--- config.mk ---
export PLATFORM = sky130hd
export DESIGN_NAME = decode_to_fetch
export DESIGN_NICKNAME = d
export VERILOG_FILES = /design/src/rtl/decode_to_fetch.sv
export SDC_FILE = /design/constraint.sdc
export NUM_CORES = 1
export LEC_CHECK = 0
export BUFFER_PORTS_ARGS = -buffer_cell sky130_fd_sc_hd__buf_4
export CAP_MARGIN = 20
export CORE_ASPECT_RATIO = 2
export CORE_MARGIN = 2
export CORE_UTILIZATION = 25
export DETAILED_ROUTE_END_ITERATION = 6
export GPL_TIMING_DRIVEN = 0
export PLACE_DENSITY = 0.6
export SLEW_MARGIN = 25
export SYNTH_ARGS = -nofsm -noshare
export SYNTH_HDL_FRONTEND = slang
export SYNTH_SLANG_ARGS = --single-unit
--- constraint.sdc ---
create_clock -name clk -period 2.18 [get_ports clk]
set_clock_uncertainty 0.1 [all_clocks]
set_input_delay 0.327 -clock clk [delete_from_list [all_inputs] [get_ports clk]]
set_output_delay 0.327 -clock clk [all_outputs]
set_load 0.03 [all_outputs]
--- src/rtl/decode_to_fetch.sv ---
// Hazard/redirect controller between decode and fetch: stalls on load-use,
// redirects fetch for one cycle on a taken branch or jump.
module decode_to_fetch (
    input  logic        clk,
    input  logic        rst_n,
    input  logic        BranchTaken,
    input  logic [31:0] BranchTarget,
    input  logic        Jump,
    input  logic [31:0] JumpTarget,
    input  logic        IDEX_MemRead,
    input  logic [4:0]  IDEX_Rt,
    input  logic [4:0]  IFID_Rs,
    input  logic [4:0]  IFID_Rt,
    output logic        PCWrite,
    output logic        IFIDWrite,
    output logic        IFIDFlush,
    output logic        IDEXBubble,
    output logic        PCSrc,
    output logic [31:0] PCTarget,
    output logic [15:0] StallCount,
    output logic [15:0] FlushCount
);

    typedef enum logic {
        RUN      = 1'b0,
        REDIRECT = 1'b1
    } state_t;

    state_t      state_q, state_d;
    logic [31:0] pc_target_q, pc_target_d;
    logic [15:0] stall_count_q, stall_count_d;
    logic [15:0] flush_count_q, flush_count_d;

    logic hazard;
    logic pc_write, ifid_write, ifid_flush, idex_bubble, pc_src;

    assign hazard = IDEX_MemRead && (IDEX_Rt != 5'd0) &&
                    ((IDEX_Rt == IFID_Rs) || (IDEX_Rt == IFID_Rt));

    always_comb begin
        state_d       = state_q;
        pc_target_d   = pc_target_q;
        stall_count_d = stall_count_q;
        flush_count_d = flush_count_q;
        pc_write      = 1'b0;
        ifid_write    = 1'b0;
        ifid_flush    = 1'b0;
        idex_bubble   = 1'b0;
        pc_src        = 1'b0;

        case (state_q)
            RUN: begin
                if (hazard) begin
                    // Load-use stall wins over any branch/jump; ID re-presents it next cycle.
                    idex_bubble   = 1'b1;
                    stall_count_d = (stall_count_q == 16'hFFFF) ? stall_count_q
                                                                : stall_count_q + 16'd1;
                end else begin
                    pc_write   = 1'b1;
                    ifid_write = 1'b1;
                    if (Jump) begin
                        pc_target_d = JumpTarget;
                        state_d     = REDIRECT;
                    end else if (BranchTaken) begin
                        pc_target_d = BranchTarget;
                        state_d     = REDIRECT;
                    end
                end
            end
            REDIRECT: begin
                // Instruction now in ID is wrong-path, so its requests are ignored.
                pc_src        = 1'b1;
                pc_write      = 1'b1;
                ifid_write    = 1'b1;
                ifid_flush    = 1'b1;
                idex_bubble   = 1'b1;
                flush_count_d = (flush_count_q == 16'hFFFF) ? flush_count_q
                                                            : flush_count_q + 16'd1;
                state_d       = RUN;
            end
            default: state_d = RUN;
        endcase
    end

    always_ff @(posedge clk or negedge rst_n) begin
        if (!rst_n) begin
            state_q       <= RUN;
            pc_target_q   <= 32'd0;
            stall_count_q <= 16'd0;
            flush_count_q <= 16'd0;
        end else begin
            state_q       <= state_d;
            pc_target_q   <= pc_target_d;
            stall_count_q <= stall_count_d;
            flush_count_q <= flush_count_d;
        end
    end

    // Control outputs are forced low while reset is held, independent of the clock.
    assign PCWrite    = rst_n & pc_write;
    assign IFIDWrite  = rst_n & ifid_write;
    assign IFIDFlush  = rst_n & ifid_flush;
    assign IDEXBubble = rst_n & idex_bubble;
    assign PCSrc      = rst_n & pc_src;
    assign PCTarget   = pc_target_q;
    assign StallCount = stall_count_q;
    assign FlushCount = flush_count_q;

endmodule
Word level (Yosys, flattened, before mapping)
Index checks and enable logic that the tools add are counted.
{"block": "classes", "n_mux": 11, "n_bitwise": 7, "n_addsub": 2, "eq_ne": 4, "reduce_logical": 8}
{"cell": "$mux 32", "n": 2}
{"cell": "$add 16x1->16 const B", "n": 2}
{"cell": "$eq 16x16->1 const B", "n": 2}
{"cell": "$eq 5x5->1", "n": 2}
{"cell": "$mux 1", "n": 6}
{"cell": "$pmux 1 s2", "n": 3}
{"cell": "$reduce_and 3->1", "n": 2}
{"cell": "$reduce_bool 5->1", "n": 1}
{"cell": "$not 1->1", "n": 4}
{"cell": "$and 1x1->1", "n": 3}
{"cell": "$logic_and 1x1->1", "n": 2}
{"cell": "$reduce_and 2->1", "n": 1}
{"cell": "$reduce_bool 2->1", "n": 1}
{"cell": "$logic_or 1x1->1", "n": 1}
{"block": "word_totals", "inputBits": 84, "elab_cells": 36, "register_bits": 65}

Logic depth before layout (Yosys ltp)
Gate-level depths: netlist (run 1).
{"block": "depth", "depth_word": 6, "mapped_depth": 8, "ltp_nobuf": 6}

Worst setup path after synthesis (run 1)
OpenSTA, ideal clock, no wires.
{"block": "synth_timing", "kind": "in2out", "start": "in IDEX_Rt[4]", "end": "out IDEXBubble", "path_stages": 7, "t_required_ps": 1753, "t_arrival_ps": 2252, "setup_slack_ps": -499, "cell_sequence": "xnor2_1 > nand3_1 > o22ai_1 > clkbuf_1 > clkbuf_1 > nand2_1 > a21boi_0"}
{"block": "synth_between", "elab_chain_cells": 6, "word_cells_on_any_way": 9}
{"item": "from (decl)", "line_no": "11", "text": "input logic [4:0] IDEX_Rt,"}
{"item": "$eq 5x5->1 / $reduce_bool 5->1 (equally long branches)", "line_no": "38, 37"}
{"item": "$logic_or 1x1->1 / $logic_and 1x1->1 (equally long branches)", "line_no": "38, 37"}
{"item": "$logic_and 1x1->1 *", "line_no": "37", "text": "assign hazard = IDEX_MemRead && (IDEX_Rt != 5'd0) &&"}
{"item": "$mux 1 *", "line_no": "53", "text": "if (hazard) begin"}
{"item": "$pmux 1 s2 *", "line_no": "51", "text": "case (state_q)"}
{"item": "$and 1x1->1 *", "line_no": "103", "text": "assign IDEXBubble = rst_n & idex_bubble;"}
{"item": "to (decl)", "line_no": "17", "text": "output logic IDEXBubble,"}
Mark *: on every way between the ends. The rest lies on a longest branch, timed or not.

Worst setup path in the final report (run 1)
{"block": "layout_timing", "start": "in IDEX_Rt[1]", "end": "out IFIDWrite"}
{"block": "layout_between", "elab_chain_cells": 6, "word_cells_on_any_way": 9}
{"item": "$eq 5x5->1 / $reduce_bool 5->1 (equally long branches)", "line_no": "38, 37"}
{"item": "$logic_or 1x1->1 / $logic_and 1x1->1 (equally long branches)", "line_no": "38, 37"}
{"item": "$logic_and 1x1->1 *", "line_no": "37"}
{"item": "$mux 1 *", "line_no": "53"}
{"item": "$pmux 1 s2 *", "line_no": "51"}
{"item": "$and 1x1->1 *", "line_no": "101", "text": "assign IFIDWrite = rst_n & ifid_write;"}
{"item": "to (decl)", "line_no": "15", "text": "output logic IFIDWrite,"}
Marks and branches as above.

==> impl_metrics.py, run 1 <==
metrics = {
    "grt": {
        "vias_in_the_first_global_route": 3400,
        "globalRoute.totalOverflow": 0,
        "grtUsageMet3_pct": 3.36,
        "global_route.usage.met2_pct": 27.2,
        "groute.usage.overall_pct": 15.3,
        "busiest_grt_layer": "met2",
        "first_pass_grt_wire_length_mm": 17.5,
        "met1_usage_in_global_routing_pct": 17.1,
        "grt_max_degree": 69,
        "grt_antenna_before_repair": 0,
    },
    "synthesis": {
        "area_contributors_post_synth": "sky130_fd_sc_hd__dfrtp_1 48%, sky130_fd_sc_hd__a221o_1 9.1%, sky130_fd_sc_hd__xnor2_1 7.5%",
        "yosys_synthesis_warning_count": 0,
        "synth_cells": 324,
        "library_cell_occupying_the_most_area_in_the_post_synthesis_netlist": "sky130_fd_sc_hd__dfrtp_1",
        "syn_nets": 410,
        "synthDominantCellAreaShare_pct": 47.9,
        "avgSynthCellArea_um2": 10.5,
        "synthFlopType": "sky130_fd_sc_hd__dfrtp_1",
        "synth_enable_flop_cells": 0,
        "synth-seq-cells": 65,
        "syn-cell-area_mm2": 0.00340,
        "netlist-cell-type-count": 37,
        "synth_seq_area_share_pct": 47.9,
        "async_flop_share_pct": 100,
    },
    "worst_setup_path": {
        "worstReg2RegEnd": "FlushCount[6]",
        "worstSetupStartpoint": "IDEX_Rt[1]",
        "cp_data_arrival_time_ns": 1.68,
        "launching_element_type_of_the_critical_path": "primary input",
        "cpPeakStageDelay_ns": 0.51,
        "worst_setup_path_endpoint": "IFIDWrite",
        "setup.worst_path.end_class": "output pin",
        "crit_path_cell_trace": "buf_4 -> or4_4 -> o21a_1 -> buf_12 -> nand2_8 -> o21a_4 -> buf_4",
        "critical_path_s_slowest_cell": "sky130_fd_sc_hd__or4_4",
        "criticalPathCategory": "in2out",
        "worst-path-max-fanout": 5,
        "worst_path_dominant_cell_family": "simple AND/OR/NAND/NOR gates",
        "crit-reg2reg-launch": "FlushCount[0]",
        "worstPathRequired_ns": 1.75,
        "reg2regPathDepth": 6,
        "worst-path-buf-inv": 3,
        "number_of_gates_on_the_worst_path_with_buffers_counted": 7,
        "reg2reg_slack_ns": 0.08,
        "critical-path-top-cell-by-count": "sky130_fd_sc_hd__buf_4",
    },
    "power_and_ir_drop": {
        "power.share.switching_pct": 34.6,
        "p_int_mw": 2.98,
        "power_mw": 4.56,
        "leakage_nw": 2.41,
        "vdd.ir_drop.worst_mv": 0.419,
        "seq_power_share_pct": 35.6,
        "power_per_cell_area_mw_per_mm2": 880,
        "pwr-share-clk_pct": 30.5,
        "pwr-share-comb_pct": 33.9,
        "switching_power_mw": 1.58,
    },
    "sta": {
        "timing.final.hold_violations": 0,
        "timing.final.crit_share_pct": 96.5,
        "final.setup.tns_ns": 0,
        "maxSlewViolCount": 0,
        "grt_setup_unrepaired": "no",
        "max_freq_ghz": 0.475,
        "setup_viol": 0,
        "period_needed_ns": 2.10,
        "worst_pin_slew_ns": 0.892,
        "slew_headroom_pct": 40.5,
    },
    "clock_network": {
        "cts_buffer_depth": 2,
        "count_of_clock_tree_sinks": 65,
        "cts.reportedPaths.clkPinSlew_ns": 0.05,
        "tritoncts": "yes",
        "ctsHtreeMaxLevel": 3,
        "holdBufCountCts": 0,
        "clock_latency_ns": 0.32,
        "tritoncts.num_buffers": 9,
        "root_buffer": "sky130_fd_sc_hd__clkbuf_16",
    },
    "drt": {
        "vias_per_cell": 5.03,
        "drtPass1Iterations": 4,
        "drtIter0Drc": 103,
        "wire_per_inst_um": 17.1,
        "detailroute.via_count": 3268,
        "antenna_left": 0,
        "routed_wl_mm": 11.1,
        "drc_errors": 0,
    },
    "run_status": {
        "run_status": "completed",
    },
    "job": {
        "number_of_maximum_capacitance_constraint_violations": 0,
    },
    "placed_design": {
        "routabilityCongestion": 0.787,
        "postPlaceCellArea_mm2": 0.00477,
        "place_hpwl_mm": 8.49,
        "portBuffers": 152,
    },
    "final_layout": {
        "areaGrowthSynthToFinish_pct": 52.4,
        "post_route_cells_drive_above_1_share_pct": 40.4,
        "most_common_cell_after_layout_fill_and_taps_aside": "sky130_fd_sc_hd__buf_4",
        "fin_area_mm2": 0.00518,
        "num-nets-final": 576,
        "finish.utilization_pct": 38.8,
        "layout_common_cells": "157 x sky130_fd_sc_hd__buf_4, 63 x sky130_fd_sc_hd__dfrtp_1, 32 x sky130_fd_sc_hd__a21oi_1",
        "insertedDiodeCount": 0,
    },
    "hold_path": {
        "min_path_type": "in2async",
    },
    "floorplan": {
        "number_of_placement_rows": 60,
        "chip_width_um": 86.4,
        "die_area_mm2": 0.0146,
        "die_y_um": 169,
        "fp.coreArea_mm2": 0.0134,
        "io-pin-count": 153,
        "initial_utilization_pct": 25.4,
    },
}
## worst min path at each step
stage / from / to / slack [ns]
after floorplan: rst_n / FlushCount[0] / -0.07
after global placement: PCTarget[31] / PCTarget[31] / 0.38
after detailed placement: FlushCount[15] / FlushCount[15] / 0.39
after CTS: rst_n / FlushCount[9] / 0.06
after global routing: rst_n / PCTarget[24] / 0.10
final: rst_n / FlushCount[9] / 0.04
## stage by stage
stage | worst slack [ns] | hold slack (ns) | instances
finish | 0.0752 | 0.0373 | 650
global route | 0.0143 | 0.101 | 650
CTS | 0.0140 | 0.0643 | 650
detailed placement | -0.554 | 0.391 | 631
global placement | -0.506 | 0.379 | 631
floorplan | -0.00860 | -0.0686 | 324
## synth_stat cells (all sizes together), types with 4 or more instances
library cell and number:
xor2 7, nand3b 31, a221o 31, xnor2 29, and3 9, inv 5
nor3 4, nor2 6, o21a 4, dfrtp 65, nand4 7, buf 10
mux2 4, clkbuf 15, nand2 17, a21oi 32, nand3 22
## worst reg2reg max path, stage by stage (launching register included)
cell                      delay [ns]
sky130_fd_sc_hd__dfrtp_2        0.40
sky130_fd_sc_hd__ha_1           0.20
sky130_fd_sc_hd__nand3_2        0.17
sky130_fd_sc_hd__or4_4          0.60
sky130_fd_sc_hd__o21ai_4        0.27
sky130_fd_sc_hd__nor3_1         0.09
sky130_fd_sc_hd__xor2_1         0.15
## layer usage
| metal | up-vias | share of wire [%] |
|---|---|---|
| li1 | 1544 | - |
| met5 | - | 0 |
| met4 | 0 | 2.5 |
| met3 | 20 | 5.5 |
| met1 | 1585 | 38 |
| met2 | 119 | 54 |
## state kept, by name, summed over array words and instances (netlist names)
signal	cells
state_q	1
PCTarget	32
FlushCount	16
StallCount	16
## final cells by class
type                       count  area, um^2
buffer                        22         160
clock buffer                  14         284
clock inverter                 2        10.0
fill                        1339        8180
inverter                       5        18.8
multi-input combinational    229        1690
sequential                    65        1630
tap                          155         194
timing repair buffer         158        1190
## cells by family (layout without fill, tap and decap cells)
kind of cell / after synthesis / count (layout) / synth area share [%]
DFF: 65 / 65 / 47.9
AOI/OAI and AO/OA: 75 / 75 / 16.7
muxes: 4 / 4 / 1.33
xor gates and xnor gates: 36 / 36 / 9.28
buffers and inverters: 30 / 201 / 4.53
and+or+nand+nor: 112 / 112 / 19.6
adders and majority gates: 2 / 2 / 0.736
## power groups by stage
stage          clock network [mW]  registers [mW]  logic (mW)
4_1_cts                      1.44            1.61        1.58
2_1_floorplan                   0            2.02       0.472
3_5_place_dp                    0            1.62        1.55
5_1_grt                      1.48            1.66        1.64
6_report                     1.39            1.62        1.55
3_3_place_gp                    0            1.61        1.52
## what timing repair did
action | 4_1_cts | 5_1_grt
setup buffers | 4 | 2
gates resized for setup | 15 | 1
pin swaps | 4 | 7
endpoints found under the setup margin | 11 | 47
hold endpoints to repair | 0 | 0
No activity file was read; power rests on OpenSTA's default activity.
==> inputs of run 2 (changes only) <==
--- a/config.mk
+++ b/config.mk
@@ -7,7 +7,7 @@
 export LEC_CHECK = 0
 export BUFFER_PORTS_ARGS = -buffer_cell sky130_fd_sc_hd__buf_4
 export CAP_MARGIN = 20
-export CORE_ASPECT_RATIO = 2
+export CORE_ASPECT_RATIO = 0.6
 export CORE_MARGIN = 2
 export CORE_UTILIZATION = 25
 export DETAILED_ROUTE_END_ITERATION = 6
==> run 2 against run 1 <==
  * Cell count up 2.3%
  * Count of clock-buffer cells in the layout is 3 lower
  * Sequential share of layout area decreased by 0.87 points
  * Combinational power is essentially flat
  * Register-to-register slack better by 0.03 ns
  * Critical endpoint is now PCWrite
  * Largest cell class unchanged
  * Highest routed layer unchanged
==> impl_metrics.py, run 2 (same netlist as run 1, synthesis figures left out) <==
metrics = {
    "drt": {
        "detailroute.via_count": 3294,
        "drc_errors": 0,
        "wire_per_inst_um": 17.2,
        "routed_wl_mm": 11.4,
        "vias_per_cell": 4.95,
        "drtPass1Iterations": 6,
        "drtIter0Drc": 227,
        "antenna_left": 0,
    },
    "grt": {
        "first_pass_grt_wire_length_mm": 17.1,
        "vias_in_the_first_global_route": 3185,
        "globalRoute.totalOverflow": 0,
        "grt_antenna_before_repair": 0,
        "groute.usage.overall_pct": 15.1,
        "grt_max_degree": 69,
    },
    "worst_setup_path": {
        "worst-path-max-fanout": 3,
        "crit_path_cell_trace": "buf_8 -> or4_4 -> o21a_4 -> clkbuf_16 -> nand2_8 -> o21a_4 -> buf_6 -> buf_6",
        "worstReg2RegEnd": "FlushCount[8]",
        "reg2regPathDepth": 6,
        "reg2reg_slack_ns": 0.11,
        "worstSetupStartpoint": "IDEX_Rt[2]",
        "worstPathRequired_ns": 1.75,
        "setup.worst_path.end_class": "output pin",
        "launching_element_type_of_the_critical_path": "primary input",
        "worst_setup_path_endpoint": "PCWrite",
        "critical_path_s_slowest_cell": "sky130_fd_sc_hd__or4_4",
        "crit-reg2reg-launch": "FlushCount[0]",
        "cp_data_arrival_time_ns": 1.75,
        "cpPeakStageDelay_ns": 0.53,
        "criticalPathCategory": "in2out",
    },
    "clock_network": {
        "tritoncts.num_buffers": 9,
        "holdBufCountCts": 0,
        "clock_latency_ns": 0.33,
        "tritoncts": "yes",
        "cts_buffer_depth": 2,
        "cts.reportedPaths.clkPinSlew_ns": 0.05,
        "root_buffer": "sky130_fd_sc_hd__clkbuf_16",
        "ctsHtreeMaxLevel": 3,
        "count_of_clock_tree_sinks": 65,
    },
    "run_status": {
        "run_status": "completed",
    },
    "power_and_ir_drop": {
        "power_per_cell_area_mw_per_mm2": 897,
        "leakage_nw": 2.47,
        "vdd.ir_drop.worst_mv": 0.408,
    },
    "floorplan": {
        "io-pin-count": 153,
        "initial_utilization_pct": 26.0,
        "die_y_um": 94.3,
        "fp.coreArea_mm2": 0.0131,
        "chip_width_um": 155,
        "number_of_placement_rows": 32,
        "die_area_mm2": 0.0146,
    },
    "placed_design": {
        "dpl.cell_count": 646,
        "routabilityCongestion": 0.795,
        "place_hpwl_mm": 8.17,
        "portBuffers": 152,
    },
    "sta": {
        "timing.final.hold_violations": 0,
        "worst_pin_slew_ns": 0.892,
        "hold-worst-slack_ns": 0.0138,
        "setup_viol": 0,
        "slew_headroom_pct": 40.5,
        "maxSlewViolCount": 0,
        "timing.final.crit_share_pct": 99.9,
        "period_needed_ns": 2.18,
        "grt_setup_unrepaired": "yes",
        "max_freq_ghz": 0.459,
    },
    "job": {
        "number_of_maximum_capacitance_constraint_violations": 0,
    },
    "final_layout": {
        "areaGrowthSynthToFinish_pct": 56.7,
        "layout_common_cells": "154 x sky130_fd_sc_hd__buf_4, 63 x sky130_fd_sc_hd__dfrtp_1, 32 x sky130_fd_sc_hd__a21oi_1",
        "num-nets-final": 576,
        "insertedDiodeCount": 0,
        "final-instance-count-excl-fill": 665,
        "largest_register_ffs": 32,
        "post_route_cells_drive_above_1_share_pct": 42.8,
        "most_common_cell_after_layout_fill_and_taps_aside": "sky130_fd_sc_hd__buf_4",
    },
    "hold_path": {
        "min_path_type": "in2async",
    },
}
[run 2: cell count changes in the layout (fill, tap and decap cells not counted), moves of 2 or more]
| cell | delta |
|---|---|
| sky130_fd_sc_hd__buf_8 | +3 |
| sky130_fd_sc_hd__nand3_2 | +2 |
| sky130_fd_sc_hd__buf_4 | -3 |
| sky130_fd_sc_hd__xnor2_2 | +6 |
| sky130_fd_sc_hd__nand3_1 | -2 |
| sky130_fd_sc_hd__bufinv_16 | +2 |
| sky130_fd_sc_hd__xnor2_1 | -6 |
| sky130_fd_sc_hd__clkbuf_8 | -4 |
[run 2: timing repair]
action | in CTS | in global routing
gates resized for setup | 16 | 20
pin swaps | 6 | 9
setup endpoints to repair | 20 | 50
buffers inserted | 5 | 0
[run 2: worst max-delay path, delay by kind of cell]
family,cells,cell delay [ns]
buf+inv,4,0.45
compound gates,2,0.37
simple gates,2,0.59
[run 2: layout make-up]
cell class | count | area (um^2)
fill | 1287 | 7730
sequential | 65 | 1630
multi-input combinational | 229 | 1760
inverter | 5 | 18.8
tap | 170 | 213
buffer | 23 | 179
clock inverter | 5 | 78.8
clock buffer | 11 | 243
timing repair buffer | 157 | 1200
[run 2: how the worst min path moves through the flow]
stage | cells past startpoint | to | slack (ns) | startpoint
5_1_grt | 1 | FlushCount[9] | 0.11 | rst_n
3_3_place_gp | 1 | FlushCount[9] | 0.38 | FlushCount[9]
4_1_cts | 1 | FlushCount[9] | 0.07 | rst_n
6_report | 1 | FlushCount[9] | 0.01 | rst_n
3_5_place_dp | 1 | PCTarget[31] | 0.40 | PCTarget[31]
2_1_floorplan | 0 | FlushCount[0] | -0.07 | rst_n
[run 2: routing by layer]
| layer | track usage (%) | vias to the layer above | part of all wire, % |
|---|---|---|---|
| li1 | - | 1545 | - |
| met1 | 21.4 | 1614 | 49 |
| met2 | 21.5 | 120 | 43 |
| met3 | 5.67 | 15 | 7.1 |
| met4 | 4.32 | 0 | 1.4 |
| met5 | 0 | - | 0 |
[run 2: where the power goes]
part           internal (mW)  switching [mW]  total, mW
sequential              1.43           0.193       1.62
clock                   1.03           0.550       1.58
combinational          0.677           0.900       1.58
[run 2: stage by stage]
stage / setup TNS, ns / power, mW / cell area (um^2) / setup slack, ns / utilization [%]
after floorplan: -0.241 / 2.49 / 3440 / -0.00860 / -
after global placement: -11.91 / 3.13 / 4790 / -0.631 / 36.7
after detailed placement: -14.47 / 3.16 / 4790 / -0.672 / 36.7
after CTS: -1.08 / 4.80 / 5240 / -0.0830 / 40.2
after global routing: -0.0306 / 4.99 / 5330 / -0.0306 / 40.8
final: 0 / 4.78 / 5330 / 0.00292 / 40.8
